===== config.mk =====
export PLATFORM = sky130hd
export DESIGN_NAME = ctrl_decode_pipe_flat
export DESIGN_NICKNAME = d
export VERILOG_FILES = /design/src/rtl/ctrl_decode_pipe_if.sv /design/src/rtl/ctrl_decode_pipe.sv /design/src/flat_wrapper.sv
export SDC_FILE = /design/constraint.sdc
export NUM_CORES = 1
export LEC_CHECK = 0
export CORE_ASPECT_RATIO = 0.6
export CORE_UTILIZATION = 30
export DETAILED_ROUTE_END_ITERATION = 6
export SKIP_LAST_GASP = 1
export SLEW_MARGIN = 20
export SYNTH_ARGS = -nofsm -noshare
export SYNTH_HDL_FRONTEND = slang
export SYNTH_SLANG_ARGS = --single-unit

===== constraint.sdc =====
create_clock -name clk -period 2.05 [get_ports clk]
set_input_delay 0.5125 -clock clk [delete_from_list [all_inputs] [get_ports clk]]
set_output_delay 0.5125 -clock clk [all_outputs]
set_load 0.005 [all_outputs]

===== src/rtl/ctrl_decode_pipe_if.sv =====
// Fetch-side bus of the control decode pipe: instruction handshake, flush and
// the packed per-stage control words that feed the downstream stages.
interface ctrl_decode_pipe_if #(
    parameter int DEPTH = 3
);
    localparam int CW = 16;

    logic [31:0]         instr;
    logic                in_valid;
    logic                in_ready;
    logic                flush;
    logic [DEPTH*CW-1:0] ctrl_o;
    logic [DEPTH-1:0]    valid_o;
    logic                hazard_o;
    logic                illegal_o;

    modport master (
        output instr, in_valid, flush,
        input  in_ready, ctrl_o, valid_o, hazard_o, illegal_o
    );

    modport slave (
        input  instr, in_valid, flush,
        output in_ready, ctrl_o, valid_o, hazard_o, illegal_o
    );
endinterface


===== src/rtl/ctrl_decode_pipe.sv =====
// Decodes a 32-bit instruction into a 16-bit control word and shifts it through
// DEPTH registered stages, stalling stage 0 on a load-use hazard or a flush.
module ctrl_decode_pipe #(
    parameter int DEPTH = 3
) (
    input  logic              clk,
    input  logic              reset_n,
    ctrl_decode_pipe_if.slave bus
);
    localparam int CW      = 16;
    localparam int F_SHIFT = 0;
    localparam int F_ALU   = 1;
    localparam int F_MSIZE = 5;
    localparam int F_MEN   = 6;
    localparam int F_MRW   = 7;
    localparam int F_LOAD  = 8;
    localparam int F_S     = 9;
    localparam int F_RFE   = 10;
    localparam int F_B     = 11;
    localparam int F_RD    = 12;

    logic [DEPTH*CW-1:0] ctrl_q, ctrl_d;
    logic [DEPTH-1:0]    valid_q, valid_d;
    logic                illegal_q, illegal_d;
    logic [CW-1:0]       dec_word;
    logic                dec_illegal;
    logic                hazard;
    logic                take;
    logic [2:0]          cls;
    logic [3:0]          s0_rd;
    logic                unused_bits;

    assign cls         = bus.instr[27:25];
    assign s0_rd       = ctrl_q[F_RD +: 4];
    assign unused_bits = ^{bus.instr[31:28], bus.instr[6:4]};

    always_comb begin : decode
        dec_word    = '0;
        dec_illegal = 1'b0;
        if (bus.instr != 32'd0) begin
            case (cls)
                3'b000, 3'b001: begin
                    dec_word[F_S]        = bus.instr[20];
                    dec_word[F_ALU +: 4] = bus.instr[24:21];
                    dec_word[F_RFE]      = 1'b1;
                    dec_word[F_SHIFT]    = cls[0] | (bus.instr[11:7] != 5'd0);
                    dec_word[F_RD +: 4]  = bus.instr[15:12];
                end
                3'b010, 3'b011: begin
                    dec_word[F_SHIFT]    = ~cls[0];
                    dec_word[F_ALU +: 4] = bus.instr[23] ? 4'b0100 : 4'b0010;
                    dec_word[F_MSIZE]    = bus.instr[22];
                    dec_word[F_MEN]      = 1'b1;
                    dec_word[F_LOAD]     = bus.instr[20];
                    dec_word[F_RFE]      = bus.instr[20];
                    dec_word[F_MRW]      = ~bus.instr[20];
                    dec_word[F_RD +: 4]  = bus.instr[15:12];
                end
                3'b101: begin
                    dec_word[F_B]        = 1'b1;
                    dec_word[F_RFE]      = bus.instr[24];
                    dec_word[F_ALU +: 4] = bus.instr[24] ? 4'b0100 : 4'b0010;
                    dec_word[F_RD +: 4]  = bus.instr[24] ? 4'd14 : 4'd0;
                end
                default: dec_illegal = 1'b1;
            endcase
        end
    end

    // Rm is only a register source for DPSI and register-offset load/store.
    always_comb begin : hazard_detect
        hazard = 1'b0;
        if (!bus.flush && bus.in_valid && valid_q[0] && ctrl_q[F_LOAD]) begin
            hazard = (s0_rd == bus.instr[19:16]) ||
                     (((cls == 3'b000) || (cls == 3'b011)) && (s0_rd == bus.instr[3:0]));
        end
    end

    always_comb begin : next_state
        take         = bus.in_valid & ~hazard & ~bus.flush;
        ctrl_d       = ctrl_q << CW;
        ctrl_d[CW-1:0] = take ? dec_word : '0;
        valid_d      = valid_q << 1;
        valid_d[0]   = take;
        illegal_d    = take & dec_illegal;
    end

    always_ff @(posedge clk or negedge reset_n) begin
        if (!reset_n) begin
            ctrl_q    <= '0;
            valid_q   <= '0;
            illegal_q <= 1'b0;
        end else begin
            ctrl_q    <= ctrl_d;
            valid_q   <= valid_d;
            illegal_q <= illegal_d;
        end
    end

    assign bus.ctrl_o    = ctrl_q;
    assign bus.valid_o   = valid_q;
    assign bus.illegal_o = illegal_q;
    assign bus.hazard_o  = hazard;
    assign bus.in_ready  = ~hazard;
endmodule


===== src/flat_wrapper.sv =====
// flat-port wrapper written by rule: the top's interface ports become plain ports
module ctrl_decode_pipe_flat 
#(
    parameter int DEPTH = 3
)
  (clk, reset_n, bus_instr, bus_in_valid, bus_flush, bus_in_ready, bus_ctrl_o, bus_valid_o, bus_hazard_o, bus_illegal_o);
  ctrl_decode_pipe_if #(.DEPTH(DEPTH)) bus_i ();
  input  logic clk;
  input  logic reset_n;
  input wire logic [$bits(bus_i.instr)-1:0] bus_instr;
  input wire logic [$bits(bus_i.in_valid)-1:0] bus_in_valid;
  input wire logic [$bits(bus_i.flush)-1:0] bus_flush;
  output wire logic [$bits(bus_i.in_ready)-1:0] bus_in_ready;
  output wire logic [$bits(bus_i.ctrl_o)-1:0] bus_ctrl_o;
  output wire logic [$bits(bus_i.valid_o)-1:0] bus_valid_o;
  output wire logic [$bits(bus_i.hazard_o)-1:0] bus_hazard_o;
  output wire logic [$bits(bus_i.illegal_o)-1:0] bus_illegal_o;
  assign bus_i.instr = bus_instr;
  assign bus_i.in_valid = bus_in_valid;
  assign bus_i.flush = bus_flush;
  assign bus_in_ready = bus_i.in_ready;
  assign bus_ctrl_o = bus_i.ctrl_o;
  assign bus_valid_o = bus_i.valid_o;
  assign bus_hazard_o = bus_i.hazard_o;
  assign bus_illegal_o = bus_i.illegal_o;
  ctrl_decode_pipe #(.DEPTH(DEPTH)) u_core (.clk(clk), .reset_n(reset_n), .bus(bus_i));
endmodule

# Word level (Yosys, flattened, before mapping)
# Cells that the tools add are included.
dict set report classes {
  bitwise_logic 8
  n_reduce_logical 14
  mux 15
  n_eq_ne 6
}
# op n
set ops {}
lappend ops {{two-way mux 16 bit} 2}
lappend ops {{nonzero test 32 bit} 1}
lappend ops {{one-hot mux 4 bit (3 select lines)} 1}
lappend ops {{equality test 4 bit} 2}
lappend ops {{two-way mux 4 bit} 2}
lappend ops {{one-hot mux 4 bit (2 select lines)} 1}
lappend ops {{equality test 3 x 2 -> 1 bit, second input constant} 2}
lappend ops {{two-way mux 3 bit} 2}
lappend ops {{two-way mux 1 bit} 5}
lappend ops {{nonzero test 5 bit} 1}
lappend ops {{OR reduction 5 bit} 1}
lappend ops {{logical AND 1 bit} 4}
lappend ops {{inverter 1 bit} 4}
lappend ops {{OR reduction 2 bit} 2}
lappend ops {{OR reduction 4 bit} 1}
lappend ops {{bitwise AND 1 bit} 3}
lappend ops {{equality test 3 x 1 -> 1 bit, second input constant} 1}
lappend ops {{equality test 3 bit, second input constant} 1}
lappend ops {{logical NOT 3 bit} 1}
lappend ops {{one-hot mux 1 bit (3 select lines)} 1}
lappend ops {{logical OR 1 bit} 2}
lappend ops {{one-hot mux 1 bit (2 select lines)} 1}
lappend ops {{logical NOT 1 bit} 1}
lappend ops {{OR 1 bit} 1}
dict set report totals {
  elab_cells 46
  output_inout_bits 54
  ff_bits 52
  inputBits 36
}

# Logic depth before layout (Yosys ltp)
dict set report logic_depth {
  word_depth 9
  depth_mapped 5
  mapped_depth_nobuf 4
}

# Worst setup path after synthesis
# OpenSTA, ideal clock, no wires.
dict set report synth_path {
  path_type {input to output}
  from {in bus_instr[25]}
  to {out bus_hazard_o}
  arrival_ps 1167
  n_path_buf 0
  required_time_ps 1537
  path_stages 4
  setup_slack_ps 371
  path_cell_list {xnor2_1 > nand4b_2 > o22ai_1 > and2_1}
}
dict set report synth_via {
  elab_chain_cells 5
  word_cells_on_any_way 6
  classes_between {eq/ne (1); mux (1); reduce/logical (4)}
}
# item line_no
set synth_lines {}
lappend synth_lines {{start: declaration} flat_wrapper.sv:10} ;# input wire logic [$bits(bus_i.instr)-1:0] bus_instr;
lappend synth_lines {{equality test 3 x 2 -> 1 bit / logical NOT 3 bit (equally long branches)} ctrl_decode_pipe.sv:75} ;# (((cls == 3'b000) || (cls == 3'b011)) && (s0_rd == bus.instr[3:0]));
lappend synth_lines {{logical OR 1 bit *} ctrl_decode_pipe.sv:75}
lappend synth_lines {{logical AND 1 bit *} ctrl_decode_pipe.sv:75}
lappend synth_lines {{logical OR 1 bit *} ctrl_decode_pipe.sv:74} ;# hazard = (s0_rd == bus.instr[19:16]) ||
lappend synth_lines {{two-way mux 1 bit *} ctrl_decode_pipe.sv:73} ;# if (!bus.flush && bus.in_valid && valid_q[0] && ctrl_q[F_LOAD]) begin
lappend synth_lines {{end: declaration} flat_wrapper.sv:16} ;# output wire logic [$bits(bus_i.hazard_o)-1:0] bus_hazard_o;
# Mark *: on every way between the ends. The rest lies on a longest branch, timed or not.

# Worst setup path after layout
dict set report layout_path {
  from {reg u_core.ctrl_q[14] (netlist: u_core.bus.ctrl_o[14])}
  to {out bus_hazard_o}
}
dict set report layout_via {
  elab_chain_cells 4
  word_cells_on_any_way 5
  classes_between {eq/ne (2); mux (1); reduce/logical (2)}
}
# item line_no
set layout_lines {}
lappend layout_lines {{start: declaration} ctrl_decode_pipe.sv:22} ;# logic [DEPTH*CW-1:0] ctrl_q, ctrl_d;
lappend layout_lines {{start signal: assignment} ctrl_decode_pipe.sv:94} ;# ctrl_q <= ctrl_d;
lappend layout_lines {{equality test 4 bit} ctrl_decode_pipe.sv:75}
lappend layout_lines {{logical AND 1 bit} ctrl_decode_pipe.sv:75}
lappend layout_lines {{logical OR 1 bit *} ctrl_decode_pipe.sv:74}
lappend layout_lines {{two-way mux 1 bit *} ctrl_decode_pipe.sv:73}
# Marked as above.

==> impl.org <==
** Yosys
- The cell count after synthesis came out at 156.
- Distinct cell type count after synthesis :: 24
- Cell Area, Synth :: 2000 µm²
- Largest cells by area after synthesis :: sky130_fd_sc_hd__dfrtp_1 (65%), sky130_fd_sc_hd__buf_4 (12%), sky130_fd_sc_hd__xnor2_1 (3.9%)
- The biggest area contributor in the post-synthesis netlist is sky130_fd_sc_hd__dfrtp_1.
- Each instance of the synthesized netlist takes up on average 12.8 µm².
- For this run, asynchronously set or reset flops after synthesis account for 1.00.
- Leading register cell type out of synthesis :: sky130_fd_sc_hd__dfrtp_1
- Dominant cell by count in the synthesized netlist :: sky130_fd_sc_hd__dfrtp_1
- In this run, synthesis produced a sequential element count of 52.
- For this run, the register share of the synthesized area comes to 0.650.
- Top cell type's share of synthesized area :: 0.650
- Number of flops mapped to enable cells by yosys :: 0
- Synthesis produced a netlist with a net count of 192.
- The Yosys step of the flow raised 0 warnings.
- The commonest cells after synthesis are sky130_fd_sc_hd__dfrtp_1 (52), sky130_fd_sc_hd__buf_4 (32), sky130_fd_sc_hd__nor4_1 (9), sky130_fd_sc_hd__xnor2_1 (9), sky130_fd_sc_hd__a21oi_1 (7).

** Clock network
- Clock latency on the worst-skew pair, taken at its later pin, is 0.30 ns.
- Buffer levels on the longest clock path :: 2
- TritonCTS built the clock tree.
- After clock tree synthesis, the clock-pin slew on the worst setup and hold paths is 0.09 ns.
- Number of H-tree levels :: 2
- The clock net in this run drives a total of 52 sinks.
- Number of CTS-inserted buffers :: 5
- Clock Tree Root :: sky130_fd_sc_hd__clkbuf_8

** STA
- Minimum clock period :: 2.03 ns
- Worst hold slack across all endpoints :: 0.186 ns
- For this run, the top clock speed supported by timing is 0.491 GHz.
- Final Skew :: 0.00997 ns
- The max-slew violation total from the final report was 0.
- Final Hold Viols :: 0
- Setup repair after global routing could not meet its margin everywhere.
- In this run the tightest slew margin relative to its limit is 0.764.
- Post-route fraction of the period consumed by the critical path :: 0.993
- Measured slew at the worst slew-check pin :: 0.351 ns
- Count of endpoints failing setup in the final report :: 0

** Floorplan
- The die is 65.3 µm tall.
- Initial cell density of the core :: 0.319
- Cell row count :: 22
- Die Wd :: 107 µm
- Area of the core :: 6280 µm²
- I/O pin cnt :: 90
- Area enclosed by the die boundary :: 7010 µm²

** Job
- Max-capacitance violation count :: 0

** Detailed routing
- Summed over all layers, the routed wires come to 4.61 mm.
- Antenna Violating Nets Remaining :: 0
- The first detailed-routing pass took 4 iterations.
- For this block, the initial DRC count from the detailed router was 41.
- Remaining DRCs :: 0
- After detailed routing, the average wire length per cell comes to 14.3 µm.
- Across all layers, the routed design uses 1,376 vias.
- In the routed layout, each cell is associated on average with a via count of 4.27.

** Worst setup path
- Flop-to-flop setup slack :: 0.43 ns
- For the worst setup path, the data arrival time is 1.52 ns.
- Crit path max fanout :: 3
- Crit path kind :: reg -> out
- The worst register-to-register path begins at u_core.bus.ctrl_o[13]$_DFF_PN0_.
- Worst setup path end :: bus_hazard_o
- STA puts the critical path data required time at 1.54 ns.
- Critical Path Source Type :: flop
- The endpoint identified for the worst register-to-register timing path is u_core.bus.ctrl_o[0]$_DFF_PN0_.
- STA classifies the critical path endpoint as an output pin.
- Origin of the worst setup path :: u_core.bus.ctrl_o[14]$_DFF_PN0_
- Path depth of the worst reg2reg path :: 6

** Final layout
- Counting the fill cells in the layout gives 595.
- Across the whole layout, storage elements account for 1300 µm².
- In the final layout, the share of cells above drive strength 1 is 0.168.
- The number of antenna diodes in the final layout is 0.
- Area taken by multi-input logic gates :: 453 µm²
- Relative to the synthesized area, the layout overhead comes to 51.8%.
- With fillers left out, the area of the finished cells amounts to 3040 µm².
- The final layout contains 273 nets.

** Placement
- At the end of routability-driven placement, the weighted congestion stood at 0.762.
- Input/output buffers :: 89
- Placed Area :: 2880 µm²
- The wire-length estimate of the detail-placed layout is 3.44 mm.

** Outcome
- The run finished with clean final reports.

** Power and ir drop
- Power spread over the standard cell area amounts to 679 nW/µm².
- Across the VDD grid, the largest voltage drop is 305 µV.
- Leak Pwr :: 1.37 nW

** Global routing
- The first global-routing pass estimated 7.55 mm of wire.
- Vias in the first global route :: 1,479
- Global routing finished with a remaining overflow of 0.
- In the global route stage, overall resource usage came out at 0.144.
- Largest net degree at the start of global routing :: 53
- Met3 usage :: 0.0486
- In the global route stage, met2 resource usage came out at 0.219.
- The initial antenna violation count is 0.
- Busiest grt layer :: met2
- Global routing usage on met1 :: 0.195

** Worst hold path
- The path class of the tightest hold or removal check is in -> async.
==> cells by family (layout without fill, tap and decap cells) <==
family,count (synthesis),count (layout),share of synthesized area
xor gates and xnor gates,9,9,0.0394
DFF,52,52,0.650
and+or+nand+nor,45,45,0.129
AOI/OAI and AO/OA,11,11,0.0444
buffers and inverters,39,121,0.137
==> flip-flops by register name (all words and copies together) (netlist names) <==
name	cells
u_core.bus.ctrl_o	48
u_core.bus.valid_o	3
u_core.bus.illegal_o	1
==> worst max-delay path, stage by stage, from the launching register on <==
cell	delay (ns)
sky130_fd_sc_hd__dfrtp_1	0.43
sky130_fd_sc_hd__xnor2_1	0.16
sky130_fd_sc_hd__nand4_1	0.17
sky130_fd_sc_hd__o22ai_2	0.22
sky130_fd_sc_hd__and2_1	0.14
sky130_fd_sc_hd__buf_2	0.10
==> what timing repair did <==
item / in CTS / in global routing
pin swaps: 8 / 5
hold buffers: 0 / 0
resized for setup: 29 / 2
setup endpoints to repair: 2 / 2
hold endpoints to repair: 0 / 0
buffers inserted: 4 / 0
==> layout make-up <==
class                           count  share of cell area
Clock buffer                        7              0.0317
Tap cell                           84              0.0346
Inverter                            3             0.00371
Multi-Input combinational cell     65               0.149
Sequential cell                    52               0.428
Clock inverter                      1             0.00988
Timing Repair Buffer              110               0.343
==> metal layers <==
metal,share of wire,vias to the layer above,routed length (µm)
li1,-,651,-
met1,0.48,662,2210
met2,0.43,58,1980
met3,0.084,5,385
met4,0.0074,0,34
met5,0,-,0
==> report_power, final <==
part / total (mW) / internal [mW] / switching (mW)
clock network: 0.753 / 0.431 / 0.322
logic: 0.243 / 0.146 / 0.0964
registers: 1.07 / 1.05 / 0.0159
==> worst min path at each step <==
stage	from	endpoint	slack, ns	depth (start not counted)
3_3_place_gp	u_core.bus.ctrl_o[18]$_DFF_PN0_	u_core.bus.ctrl_o[34]$_DFF_PN0_	0.36	0
5_1_grt	reset_n	u_core.bus.ctrl_o[34]$_DFF_PN0_	0.19	2
4_1_cts	reset_n	u_core.bus.ctrl_o[40]$_DFF_PN0_	0.19	2
6_report	reset_n	u_core.bus.ctrl_o[37]$_DFF_PN0_	0.19	2
2_1_floorplan	reset_n	u_core.bus.ctrl_o[0]$_DFF_PN0_	0.22	0
3_5_place_dp	u_core.bus.valid_o[1]$_DFF_PN0_	u_core.bus.valid_o[2]$_DFF_PN0_	0.36	0
==> metrics by stage <==
stage               std cells  total power, mW  setup slack [ns]  setup TNS (ns)   util
finish                    322             2.06            0.0153               0  0.484
global route              322             2.16            -0.118          -0.182  0.484
CTS                       322             2.10          0.000811               0  0.485
detailed placement        310             1.33            -0.726           -2.84  0.459
global placement          310             1.33            -0.729           -2.83  0.459
floorplan                 156             1.16             0.371               0      -
==> cells in the final DEF, fill, tap and decap left out <==
cell type                          n
sky130_fd_sc_hd__clkdlybuf4s50_1  75
sky130_fd_sc_hd__dfrtp_1          52
sky130_fd_sc_hd__buf_4            19
sky130_fd_sc_hd__nor4_1            9
sky130_fd_sc_hd__xnor2_1           8
sky130_fd_sc_hd__a21oi_1           7
sky130_fd_sc_hd__clkbuf_8          7
sky130_fd_sc_hd__nand2b_1          6
sky130_fd_sc_hd__nand2_1           6
sky130_fd_sc_hd__nor2_1            6
sky130_fd_sc_hd__dlygate4sd2_1     6
sky130_fd_sc_hd__nor3_1            4
sky130_fd_sc_hd__buf_2             4
sky130_fd_sc_hd__nand3_1           3
sky130_fd_sc_hd__inv_1             3
sky130_fd_sc_hd__nor3b_1           3
sky130_fd_sc_hd__clkdlybuf4s15_1   3
sky130_fd_sc_hd__nand4_1           2
sky130_fd_sc_hd__buf_12            2
sky130_fd_sc_hd__and2b_1           1
sky130_fd_sc_hd__xnor2_2           1
sky130_fd_sc_hd__nand4b_4          1
sky130_fd_sc_hd__nand3_2           1
sky130_fd_sc_hd__o22ai_2           1
sky130_fd_sc_hd__and2_1            1
sky130_fd_sc_hd__o221ai_4          1
sky130_fd_sc_hd__nor2b_1           1
sky130_fd_sc_hd__nor4b_1           1
sky130_fd_sc_hd__a31oi_1           1
sky130_fd_sc_hd__a2111oi_2         1
sky130_fd_sc_hd__bufinv_16         1
sky130_fd_sc_hd__clkbuf_2          1
No activity file was read; power rests on OpenSTA's default activity.
